===== src/rtl/decode_pipe_pkg.sv =====
// decode_pipe_pkg: shared RV32I opcodes, format enum, buffer states and decoded-bundle type
package decode_pipe_pkg;
  localparam logic [6:0] OP_R     = 7'h33;
  localparam logic [6:0] OP_IMM   = 7'h13;
  localparam logic [6:0] OP_LOAD  = 7'h03;
  localparam logic [6:0] OP_JALR  = 7'h67;
  localparam logic [6:0] OP_SYS   = 7'h73;
  localparam logic [6:0] OP_FENCE = 7'h0F;
  localparam logic [6:0] OP_STORE = 7'h23;
  localparam logic [6:0] OP_BR    = 7'h63;
  localparam logic [6:0] OP_LUI   = 7'h37;
  localparam logic [6:0] OP_AUIPC = 7'h17;
  localparam logic [6:0] OP_JAL   = 7'h6F;
  localparam logic [31:0] NOP     = 32'h0000_0013;
  typedef enum logic [2:0] {FMT_R, FMT_I, FMT_S, FMT_B, FMT_U, FMT_J, FMT_ILL} insn_fmt_e;
  typedef enum logic [1:0] {ST_EMPTY, ST_ONE, ST_TWO} state_e;
  typedef struct packed {
    logic [31:0] insn;
    logic [31:0] imm;
    insn_fmt_e   fmt;
    logic        rs1_used;
    logic        rs2_used;
    logic        rd_we;
    logic        illegal;
  } dec_t;
  localparam dec_t NOP_DEC = '{insn: NOP, imm: 32'h0, fmt: FMT_I, rs1_used: 1'b1,
                               rs2_used: 1'b0, rd_we: 1'b0, illegal: 1'b0};
  // Opcodes whose low bits are not 2'b11 never match the map, so they land in FMT_ILL too.
  function automatic insn_fmt_e fmt_of(input logic [6:0] op);
    case (op)
      OP_R:                                      return FMT_R;
      OP_IMM, OP_LOAD, OP_JALR, OP_SYS, OP_FENCE: return FMT_I;
      OP_STORE:                                  return FMT_S;
      OP_BR:                                     return FMT_B;
      OP_LUI, OP_AUIPC:                          return FMT_U;
      OP_JAL:                                    return FMT_J;
      default:                                   return FMT_ILL;
    endcase
  endfunction
endpackage


===== src/rtl/decode_pipe_igen.sv =====
// decode_pipe_igen: combinational sign-extended immediate generator
module decode_pipe_igen
  import decode_pipe_pkg::*;
(
  input  logic [6:0]  opcode_i,
  input  logic [31:7] bits_i,
  output logic [31:0] imm_o
);
  insn_fmt_e fmt;
  assign fmt = fmt_of(opcode_i);
  // Select the immediate layout of the format; R and illegal carry no immediate.
  always_comb
    imm_o = fmt == FMT_I ? {{20{bits_i[31]}}, bits_i[31:20]} :
            fmt == FMT_S ? {{20{bits_i[31]}}, bits_i[31:25], bits_i[11:7]} :
            fmt == FMT_B ? {{19{bits_i[31]}}, bits_i[31], bits_i[7], bits_i[30:25], bits_i[11:8], 1'b0} :
            fmt == FMT_U ? {bits_i[31:12], 12'b0} :
            fmt == FMT_J ? {{11{bits_i[31]}}, bits_i[31], bits_i[19:12], bits_i[20], bits_i[30:21], 1'b0} :
                           32'h0;
endmodule


===== src/rtl/decode_pipe.sv =====
// decode_pipe: registered flow-controlled RV32I decode stage with optional skid entry
module decode_pipe
  import decode_pipe_pkg::*;
#(
  parameter int              DWIDTH   = 32,
  parameter int              AWIDTH   = 32,
  parameter logic [AWIDTH-1:0] BASEADDR = 'h0100_0000,
  parameter bit              SKID     = 1'b1
) (
  input  logic              clk,
  input  logic              rst,
  input  logic              in_valid_i,
  output logic              in_ready_o,
  input  logic [DWIDTH-1:0] insn_i,
  input  logic [AWIDTH-1:0] pc_i,
  input  logic              flush_i,
  output logic              out_valid_o,
  input  logic              out_ready_i,
  output logic [AWIDTH-1:0] pc_o,
  output logic [DWIDTH-1:0] insn_o,
  output logic [6:0]        opcode_o,
  output logic [4:0]        rd_o,
  output logic [2:0]        funct3_o,
  output logic [4:0]        rs1_o,
  output logic [4:0]        rs2_o,
  output logic [6:0]        funct7_o,
  output logic [4:0]        shamt_o,
  output logic [DWIDTH-1:0] imm_o,
  output logic [2:0]        fmt_o,
  output logic              rs1_used_o,
  output logic              rs2_used_o,
  output logic              rd_we_o,
  output logic              illegal_o
);
  state_e            state_q, state_d;
  dec_t              out_q, out_d, skid_q, skid_d, dec_in;
  logic [AWIDTH-1:0] opc_q, opc_d, spc_q, spc_d;
  logic [31:0]       imm_in;
  insn_fmt_e         fmt_in;
  logic              acc, deq;

  decode_pipe_igen u_igen (.opcode_i(insn_i[6:0]), .bits_i(insn_i[31:7]), .imm_o(imm_in));

  assign fmt_in      = fmt_of(insn_i[6:0]);
  assign out_valid_o = state_q != ST_EMPTY;
  assign in_ready_o  = SKID ? state_q != ST_TWO : (state_q == ST_EMPTY || out_ready_i);
  assign acc         = in_valid_i && in_ready_o;
  assign deq         = out_valid_o && out_ready_i;

  // Classify the incoming word and build the bundle that will be registered.
  always_comb
    dec_in = '{insn: insn_i, imm: imm_in, fmt: fmt_in,
               rs1_used: fmt_in inside {FMT_R, FMT_I, FMT_S, FMT_B},
               rs2_used: fmt_in inside {FMT_R, FMT_S, FMT_B},
               rd_we: fmt_in inside {FMT_R, FMT_I, FMT_U, FMT_J} && insn_i[11:7] != 5'd0,
               illegal: fmt_in == FMT_ILL};

  // Buffer occupancy and data movement; emptied slots are reloaded with the NOP bundle.
  always_comb begin
    state_d = state_q;
    out_d   = out_q;
    skid_d  = skid_q;
    opc_d   = opc_q;
    spc_d   = spc_q;
    if (flush_i) begin
      state_d = ST_EMPTY;
      out_d   = NOP_DEC;
      opc_d   = BASEADDR;
      skid_d  = NOP_DEC;
    end else begin
      case (state_q)
        ST_EMPTY: if (acc) begin
          state_d = ST_ONE;
          out_d   = dec_in;
          opc_d   = pc_i;
        end
        ST_ONE: if (acc && deq) begin
          out_d = dec_in;
          opc_d = pc_i;
        end else if (acc) begin
          state_d = ST_TWO;
          skid_d  = dec_in;
          spc_d   = pc_i;
        end else if (deq) begin
          state_d = ST_EMPTY;
          out_d   = NOP_DEC;
          opc_d   = BASEADDR;
        end
        default: if (deq) begin
          state_d = ST_ONE;
          out_d   = skid_q;
          opc_d   = spc_q;
          skid_d  = NOP_DEC;
        end
      endcase
    end
  end

  // State and data registers, cleared to the empty NOP bundle on reset.
  always_ff @(posedge clk or posedge rst)
    if (rst) begin
      state_q <= ST_EMPTY;
      out_q   <= NOP_DEC;
      skid_q  <= NOP_DEC;
      opc_q   <= BASEADDR;
      spc_q   <= BASEADDR;
    end else begin
      state_q <= state_d;
      out_q   <= out_d;
      skid_q  <= skid_d;
      opc_q   <= opc_d;
      spc_q   <= spc_d;
    end

  assign pc_o       = opc_q;
  assign insn_o     = out_q.insn;
  assign opcode_o   = out_q.insn[6:0];
  assign rd_o       = out_q.insn[11:7];
  assign funct3_o   = out_q.insn[14:12];
  assign rs1_o      = out_q.insn[19:15];
  assign rs2_o      = out_q.insn[24:20];
  assign funct7_o   = out_q.insn[31:25];
  assign shamt_o    = out_q.insn[24:20];
  assign imm_o      = out_q.imm;
  assign fmt_o      = out_q.fmt;
  assign rs1_used_o = out_q.rs1_used;
  assign rs2_used_o = out_q.rs2_used;
  assign rd_we_o    = out_q.rd_we;
  assign illegal_o  = out_q.illegal;
endmodule

===== config.mk =====
export PLATFORM = sky130hd
export DESIGN_NAME = decode_pipe
export DESIGN_NICKNAME = d
export VERILOG_FILES = /design/src/rtl/decode_pipe_pkg.sv /design/src/rtl/decode_pipe_igen.sv /design/src/rtl/decode_pipe.sv
export SDC_FILE = /design/constraint.sdc
export NUM_CORES = 1
export LEC_CHECK = 0
export CAP_MARGIN = 5
export CORE_MARGIN = 8
export CORE_UTILIZATION = 67
export DETAILED_ROUTE_END_ITERATION = 7
export DONT_BUFFER_PORTS = 1
export GPL_TIMING_DRIVEN = 0
export PLACE_DENSITY = 0.83
export SYNTH_ARGS = -nofsm -noshare
export SYNTH_HDL_FRONTEND = slang
export SYNTH_SLANG_ARGS = --single-unit

===== constraint.sdc =====
create_clock -name clk -period 14.39 [get_ports clk]
set_input_delay 2.1585 -clock clk [delete_from_list [all_inputs] [get_ports clk]]
set_output_delay 2.1585 -clock clk [all_outputs]
set_load 0.005 [all_outputs]

Word-level counts from Yosys, hierarchy flattened
Cells that the tools add are included.

operators by class
  eq/ne operators = 26
  multiplexer cells = 30
  bitwise gates (word level) = 2
  reduce and logical (&&, ||, !) cells = 19

operators with widths
  kind                                                              number
  71-bit two-way mux                                                8
  32-bit two-way mux                                                11
  71-bit one-hot mux with 2 select lines                            2
  32-bit one-hot mux with 2 select lines                            1
  7-bit == test (second input constant)                             4
  7-bit by 6-bit == test with 1-bit output (second input constant)  3
  3-bit one-hot mux with 6 select lines                             1
  4-bit AND reduction                                               4
  7-bit by 5-bit == test with 1-bit output (second input constant)  2
  2-bit two-way mux                                                 6
  4-bit != test (second input constant)                             3
  4-bit nonzero test                                                3
  3-bit == test (second input constant)                             3
  3-bit != test (second input constant)                             3
  7-bit by 2-bit == test with 1-bit output (second input constant)  1
  7-bit by 4-bit == test with 1-bit output (second input constant)  1
  3-bit by 2-bit == test with 1-bit output (second input constant)  2
  3-bit nonzero test                                                2
  5-bit nonzero test                                                1
  5-bit OR reduction                                                1
  1-bit logical AND                                                 4
  2-bit != test (second input constant)                             2
  2-bit one-hot mux with 2 select lines                             1
  3-bit by 1-bit == test with 1-bit output (second input constant)  1
  6 further kinds                                                   7

word-level totals
  bits in registers = 208
  output and inout port bits = 142
  word-level logic and storage cells = 94

Depth between registers and ports, before layout
  word-level depth = 13
  gate-level depth with buffers = 8

By module
A second synthesis with hierarchy kept.

unflattened totals
  cells, all modules = 870
  area, all modules = 9,542.9 sq um

modules (own cells, without submodules)
  module            times used  cells each  area an instance (sq um)  seq. area each (sq um)
  decode_pipe       1           784         8,949.8                   5,220.0
  decode_pipe_igen  1           86          593.1                     0.0

Worst setup path before layout
No wires, ideal clock.

  path kind = in2reg
  start point = in insn_i[2]
  end point = reg out_q, in the netlist imm_o[1]
  data arrival time = 3,482 ps
  required time = 14,264 ps
  setup slack = 10,782 ps
  stages = 7
  cell sequence = buf_6 or2_4 or4_1 buf_2 nand3_1 a21oi_1 a221o_1

between the ends
  cells in the longest elaborated chain, start to end = 12
  elaborated cells between the ends (all ways) = 28
  those cells by class = 16 x eq/ne; 10 x mux; 2 x reduce/logical

ends and longest elaborated chain
  item                                                                    RTL line                              RTL
  start: declaration                                                      decode_pipe.sv:14                     input logic [DWIDTH-1:0] insn_i,
  7-bit by 5-bit == test with 1-bit output, or another cell as far along  decode_pipe_pkg.sv:30                 case (op)
  5-bit OR reduction / 2-bit OR reduction (equally long branches)         decode_pipe_pkg.sv:30
  3-bit one-hot mux with 6 select lines (*)                               decode_pipe_pkg.sv:30
  3-bit == test                                                           decode_pipe_igen.sv:17                fmt == FMT_J ? {{11{bits_i[31]}}, bits_i[31], bits_i[19:12], bits_i[20], bits_i[30:21], 1'b0} :
  32-bit two-way mux                                                      decode_pipe_igen.sv:17
  32-bit two-way mux                                                      decode_pipe_igen.sv:16                fmt == FMT_U ? {bits_i[31:12], 12'b0} :
  32-bit two-way mux                                                      decode_pipe_igen.sv:15                fmt == FMT_B ? {{19{bits_i[31]}}, bits_i[31], bits_i[7], bits_i[30:25], bits_i[11:8], 1'b0} :
  32-bit two-way mux                                                      decode_pipe_igen.sv:14                fmt == FMT_S ? {{20{bits_i[31]}}, bits_i[31:25], bits_i[11:7]} :
  32-bit two-way mux (*)                                                  decode_pipe_igen.sv:13                imm_o = fmt == FMT_I ? {{20{bits_i[31]}}, bits_i[31:20]} :
  71-bit two-way mux, on equally long branches                            decode_pipe.sv:77, decode_pipe.sv:72
  71-bit one-hot mux with 2 select lines (*)                              decode_pipe.sv:71                     case (state_q)
  71-bit two-way mux (*)                                                  decode_pipe.sv:65                     if (flush_i) begin
  end signal: assignment                                                  decode_pipe.sv:109                    out_q <= out_d;
  end: declaration                                                        decode_pipe.sv:36                     dec_t out_q, out_d, skid_q, skid_d, dec_in;

Mark *: on every way between the ends. The rest lies on a longest branch, timed or not. The select of a mux whose other input is x is not followed.
A chain may end at the register's enable or synchronous reset.

Final worst setup path
  start point = reg state_q[1]
  end point = out out_valid_o

between the ends
  cells in the longest elaborated chain, start to end = 1

ends and longest elaborated chain
  item                      RTL line            RTL
  start: declaration        decode_pipe.sv:35   state_e state_q, state_d;
  start signal: assignment  decode_pipe.sv:108  state_q <= state_d;
  2-bit nonzero test        decode_pipe.sv:45   assign out_valid_o = state_q != ST_EMPTY;
  end: declaration          decode_pipe.sv:17   output logic out_valid_o,

Every way passes these cells.

==> results.txt <==
* Post-Place Setup Slack: 10.45 ns
- Area used by multi-input combinational logic: ~0.0034 mm^2
- Summed over all nets, the half-perimeter wirelength after detailed placement is approximately 20 mm.
- For the final database, setup skew stands at ~0.016 ns.
* Number of hold violations in the final report: 0
- CP Data Required Time: ~12 ns
* Share of synthesized area occupied by flip-flops and latches: between 50% and 60%
- Die Outline Area: between 0.015 and 0.02 mm^2
- Total Routed Length: approximately 28 mm
- Antenna violations before repair: 0
* Maximum number of pins on one net before global-route repair: ~120
* Count of standard-cell rows: 43
* Clock root buffer: sky130_fd_sc_hd__clkbuf_16
- In this run the horizontal extent of the chip is around 130 um.
- The cell that appears most often on the critical path is sky130_fd_sc_hd__clkbuf_1.
* Vias in the first global route: about 7900
- Residual overflow from global routing: 0
- Type of the setup path with the least slack: reg -> out
* Biggest area consumer among synthesized cells: sky130_fd_sc_hd__dfrtp_1
* Dpl cells: between 1000 and 1500
- Once the clock tree was built, the resizer swapped 0 gates to a different size.
* Actual transition at the worst max-transition pin: around 0.7 ns
- The final route contains about 8000 vias.
- Post-route non-filler standard cell count: ~1100
- Post-route setup TNS: 0 ns
* Routed len/inst: ~25 um
- Synthesis produced a netlist with a net count of approximately 990.
* Register bit total from synthesis: roughly 210
- Vertical die dimension: roughly 130 um
- Port buffer count: 0
- Headroom to the max-slew limit came out at between 50% and 60%.
- Overall routing resource usage: ~30%
- Worst setup SP type: register
- TritonCTS built the clock tree.
- Setup violations remaining at the end of the flow were counted as 0.
- After detailed routing, the number of remaining DRC violations is 0.
- Static timing analysis puts the maximum clock frequency at between 0.2 and 0.25 GHz.
- Counting along the longest clock path gives a buffer depth of 3.
- Synthesis handed over a netlist of 919 instances.
- The tool flagged a number of max-cap violations equal to 0.
- Final design area excluding fillers: 0.0103 mm^2
* Primary FF master, synth: sky130_fd_sc_hd__dfrtp_1
* Final setup slack of the worst path: between 10 and 15 ns
* Critical-path cell list: buf_2 -> clkbuf_1 -> clkbuf_1 -> nor2_1 -> inv_1
* CTS clock-pin slew for the worst setup and hold paths: about 0.06 ns
- Final layout net count: between 1000 and 1500
- After synthesis, the largest area contributor takes up a little over half of total cell area.
- In this run, synthesis inferred 0 flip-flops with an integrated enable.
- CTS built an H-tree with a depth of 1.
- Peak VDD IR: between 0.00008 and 0.00009 V
- Global-route wire length before repair: approximately 44 mm
- The filler cells instantiated in the layout total approximately 930.
* Gpl congestion: roughly 0.9
- Cells with a size suffix above 1 make up between 10% and 20% of the layout.
- Registers take approximately 0.0052 mm^2.
* Top area cells in the synthesized netlist: sky130_fd_sc_hd__dfrtp_1, sky130_fd_sc_hd__nand2_1, sky130_fd_sc_hd__a22oi_1
- Largest delay share family, worst path: buffers and inverters
- The repair_antennas step left the layout with diodes totalling 0.
- Initial drt markers: 983
* Clock buffers created by TritonCTS: 21
- The run finished with clean final reports.
- Buffers added to address setup during post-CTS repair amount to 0.
* Synthesized cell area: about 0.0093 mm^2
* Clock latency on the worst-skew pair: 0.50 ns
- The largest single stage delay on the critical path is roughly 0.47 ns.
- Number of buffer and inverter stages on the critical path: 4
- For this design the ratio of total power to cell area is 132 mW/mm^2.
- Category of the worst setup path capture point: output port
- Vias per cell: between 6 and 7
- Area overhead of the layout relative to synthesis: 10.4%
- For this design the top-level I/O count stands at approximately 210.
* Max-slew violation total from the final report: 0
- Clock Sinks: about 210
* Maximum fanout along the worst path: 10
* Portion of the clock cycle consumed by the worst path in the final layout: between 30% and 40%
* Proportion of register bits with asynchronous set or reset after synthesis: 100%
* Length of the first detailed-routing pass in iterations: 8
* Min-delay worst type: reg -> reg
- Among all stages on the critical path, the largest delay is contributed by sky130_fd_sc_hd__clkbuf_1.
* Number of hold buffers added after cts: 0
- Worst endpoint data arrival time: 2.22 ns
- For this configuration, the core starts out at a cell density of roughly two thirds.
* Time the final worst path needs with I/O delays and setup: 4.37 ns
* Core Box Area: ~0.014 mm^2
- The average instance in the mapped netlist occupies just over 10 um^2.
* Total cell area at the placement stage: 0.00957 mm^2
- The number of different library cells used by synthesis comes to 54.
* Leakage component of the power: between 4 and 5 nW
- Unrepaired setup endpoints after global routing: false
- Routed Antenna Nets: 0
- The Yosys step of the flow raised 0 warnings.
[routing by layer]
metal  global-route usage (%)  part of all wire [%]  up-vias
met5                        0                     0        -
met4                     13.0                   3.5        0
met3                     9.42                    12       67
met2                     50.2                    49      481
met1                     36.6                    36     3925
li1                         -                     -     3341
[synth_stat cells, types with 12 or more instances]
cell type                    n
sky130_fd_sc_hd__a22oi_1    66
sky130_fd_sc_hd__buf_4      39
sky130_fd_sc_hd__nand2_1   192
sky130_fd_sc_hd__dfrtp_1   196
sky130_fd_sc_hd__dfstp_2    12
sky130_fd_sc_hd__a222oi_1   23
sky130_fd_sc_hd__buf_2      15
sky130_fd_sc_hd__clkbuf_1   49
sky130_fd_sc_hd__a221o_1    16
sky130_fd_sc_hd__a21oi_1    38
sky130_fd_sc_hd__o21ai_0    81
sky130_fd_sc_hd__nor2_1     24
sky130_fd_sc_hd__a22o_1     40
[cells in the final DEF, fill, tap and decap left out, types with 10 or more instances in the layout]
| master | count |
|---|---|
| sky130_fd_sc_hd__buf_4 | 39 |
| sky130_fd_sc_hd__a22o_1 | 40 |
| sky130_fd_sc_hd__dfstp_2 | 12 |
| sky130_fd_sc_hd__a22oi_1 | 66 |
| sky130_fd_sc_hd__clkbuf_16 | 21 |
| sky130_fd_sc_hd__a21oi_1 | 38 |
| sky130_fd_sc_hd__buf_2 | 15 |
| sky130_fd_sc_hd__nand2_1 | 192 |
| sky130_fd_sc_hd__a221o_1 | 16 |
| sky130_fd_sc_hd__clkbuf_1 | 52 |
| sky130_fd_sc_hd__a222oi_1 | 23 |
| sky130_fd_sc_hd__dfrtp_1 | 196 |
| sky130_fd_sc_hd__o21ai_0 | 81 |
| sky130_fd_sc_hd__nor2_1 | 24 |
| sky130_fd_sc_hd__inv_1 | 10 |
[path summary, 6_finish.rpt]
check | endpoint | slack [ns] | cells after the start | startpoint
min | spc_q[24]$_DFFE_PP1P_ | 0.46 | 2 | spc_q[24]$_DFFE_PP1P_
max | out_valid_o | 10.02 | 5 | state_q[1]$_DFFE_PP0P_
min reg2reg | spc_q[24]$_DFFE_PP1P_ | 0.46 | 2 | spc_q[24]$_DFFE_PP1P_
max reg2reg | insn_o[2]$_DFFE_PP0P_ | 11.99 | 6 | state_q[1]$_DFFE_PP0P_
max in group asynchronous | imm_o[6]$_DFFE_PP0P_ | 11.79 | 2 | rst
min in group asynchronous | pc_o[25]$_DFFE_PP0P_ | 1.61 | 1 | rst
[cell families (layout without fill, tap and decap cells)]
group,Yosys count,count (layout),synth area share (%)
and+or+nand+nor,260,260,11.9
buffers and inverters,124,163,6.94
muxes,1,1,0.108
xor gates and xnor gates,2,2,0.188
AOI/OAI and AO/OA,324,324,24.8
DFF,208,208,56.1
[sequential cells by signal (all words and copies together) (netlist names)]
| name | cells |
|---|---|
| insn_o | 32 |
| rs2_used_o | 1 |
| spc_q | 32 |
| rd_we_o | 1 |
| skid_q | 71 |
| illegal_o | 1 |
| state_q | 2 |
| imm_o | 32 |
| rs1_used_o | 1 |
| pc_o | 32 |
| fmt_o | 3 |
[final cells by class]
type / count / share of cell area [%]
multi-input combinational: 587 / 33.5
inverter: 11 / 0.475
buffer: 113 / 5.88
sequential: 208 / 50.8
timing repair buffer: 1 / 0.268
clock buffer: 25 / 5.36
clock inverter: 13 / 1.49
tap: 180 / 2.19
[power by group]
group / switching [mW] / total, mW / internal, mW
clock network: 0.230 / 0.559 / 0.330
registers: 0.0330 / 0.663 / 0.630
logic: 0.0882 / 0.136 / 0.0474
[through the flow]
stage,total power [mW],hold slack [ns],util [%]
4_1_cts,1.36,0.464,74.9
3_5_place_dp,0.806,0.453,69.7
5_1_grt,1.40,0.489,74.9
3_3_place_gp,0.796,0.450,69.5
2_1_floorplan,0.762,0.439,-
6_report,1.36,0.464,74.9
[worst register-to-register path: stages (launching register included)]
cell	delay [ns]
sky130_fd_sc_hd__dfrtp_1	0.39
sky130_fd_sc_hd__buf_2	0.18
sky130_fd_sc_hd__a21oi_1	0.57
sky130_fd_sc_hd__buf_2	0.35
sky130_fd_sc_hd__clkbuf_1	0.46
sky130_fd_sc_hd__a22oi_1	0.16
sky130_fd_sc_hd__o21ai_0	0.20
(Power assumes the default switching activity.)
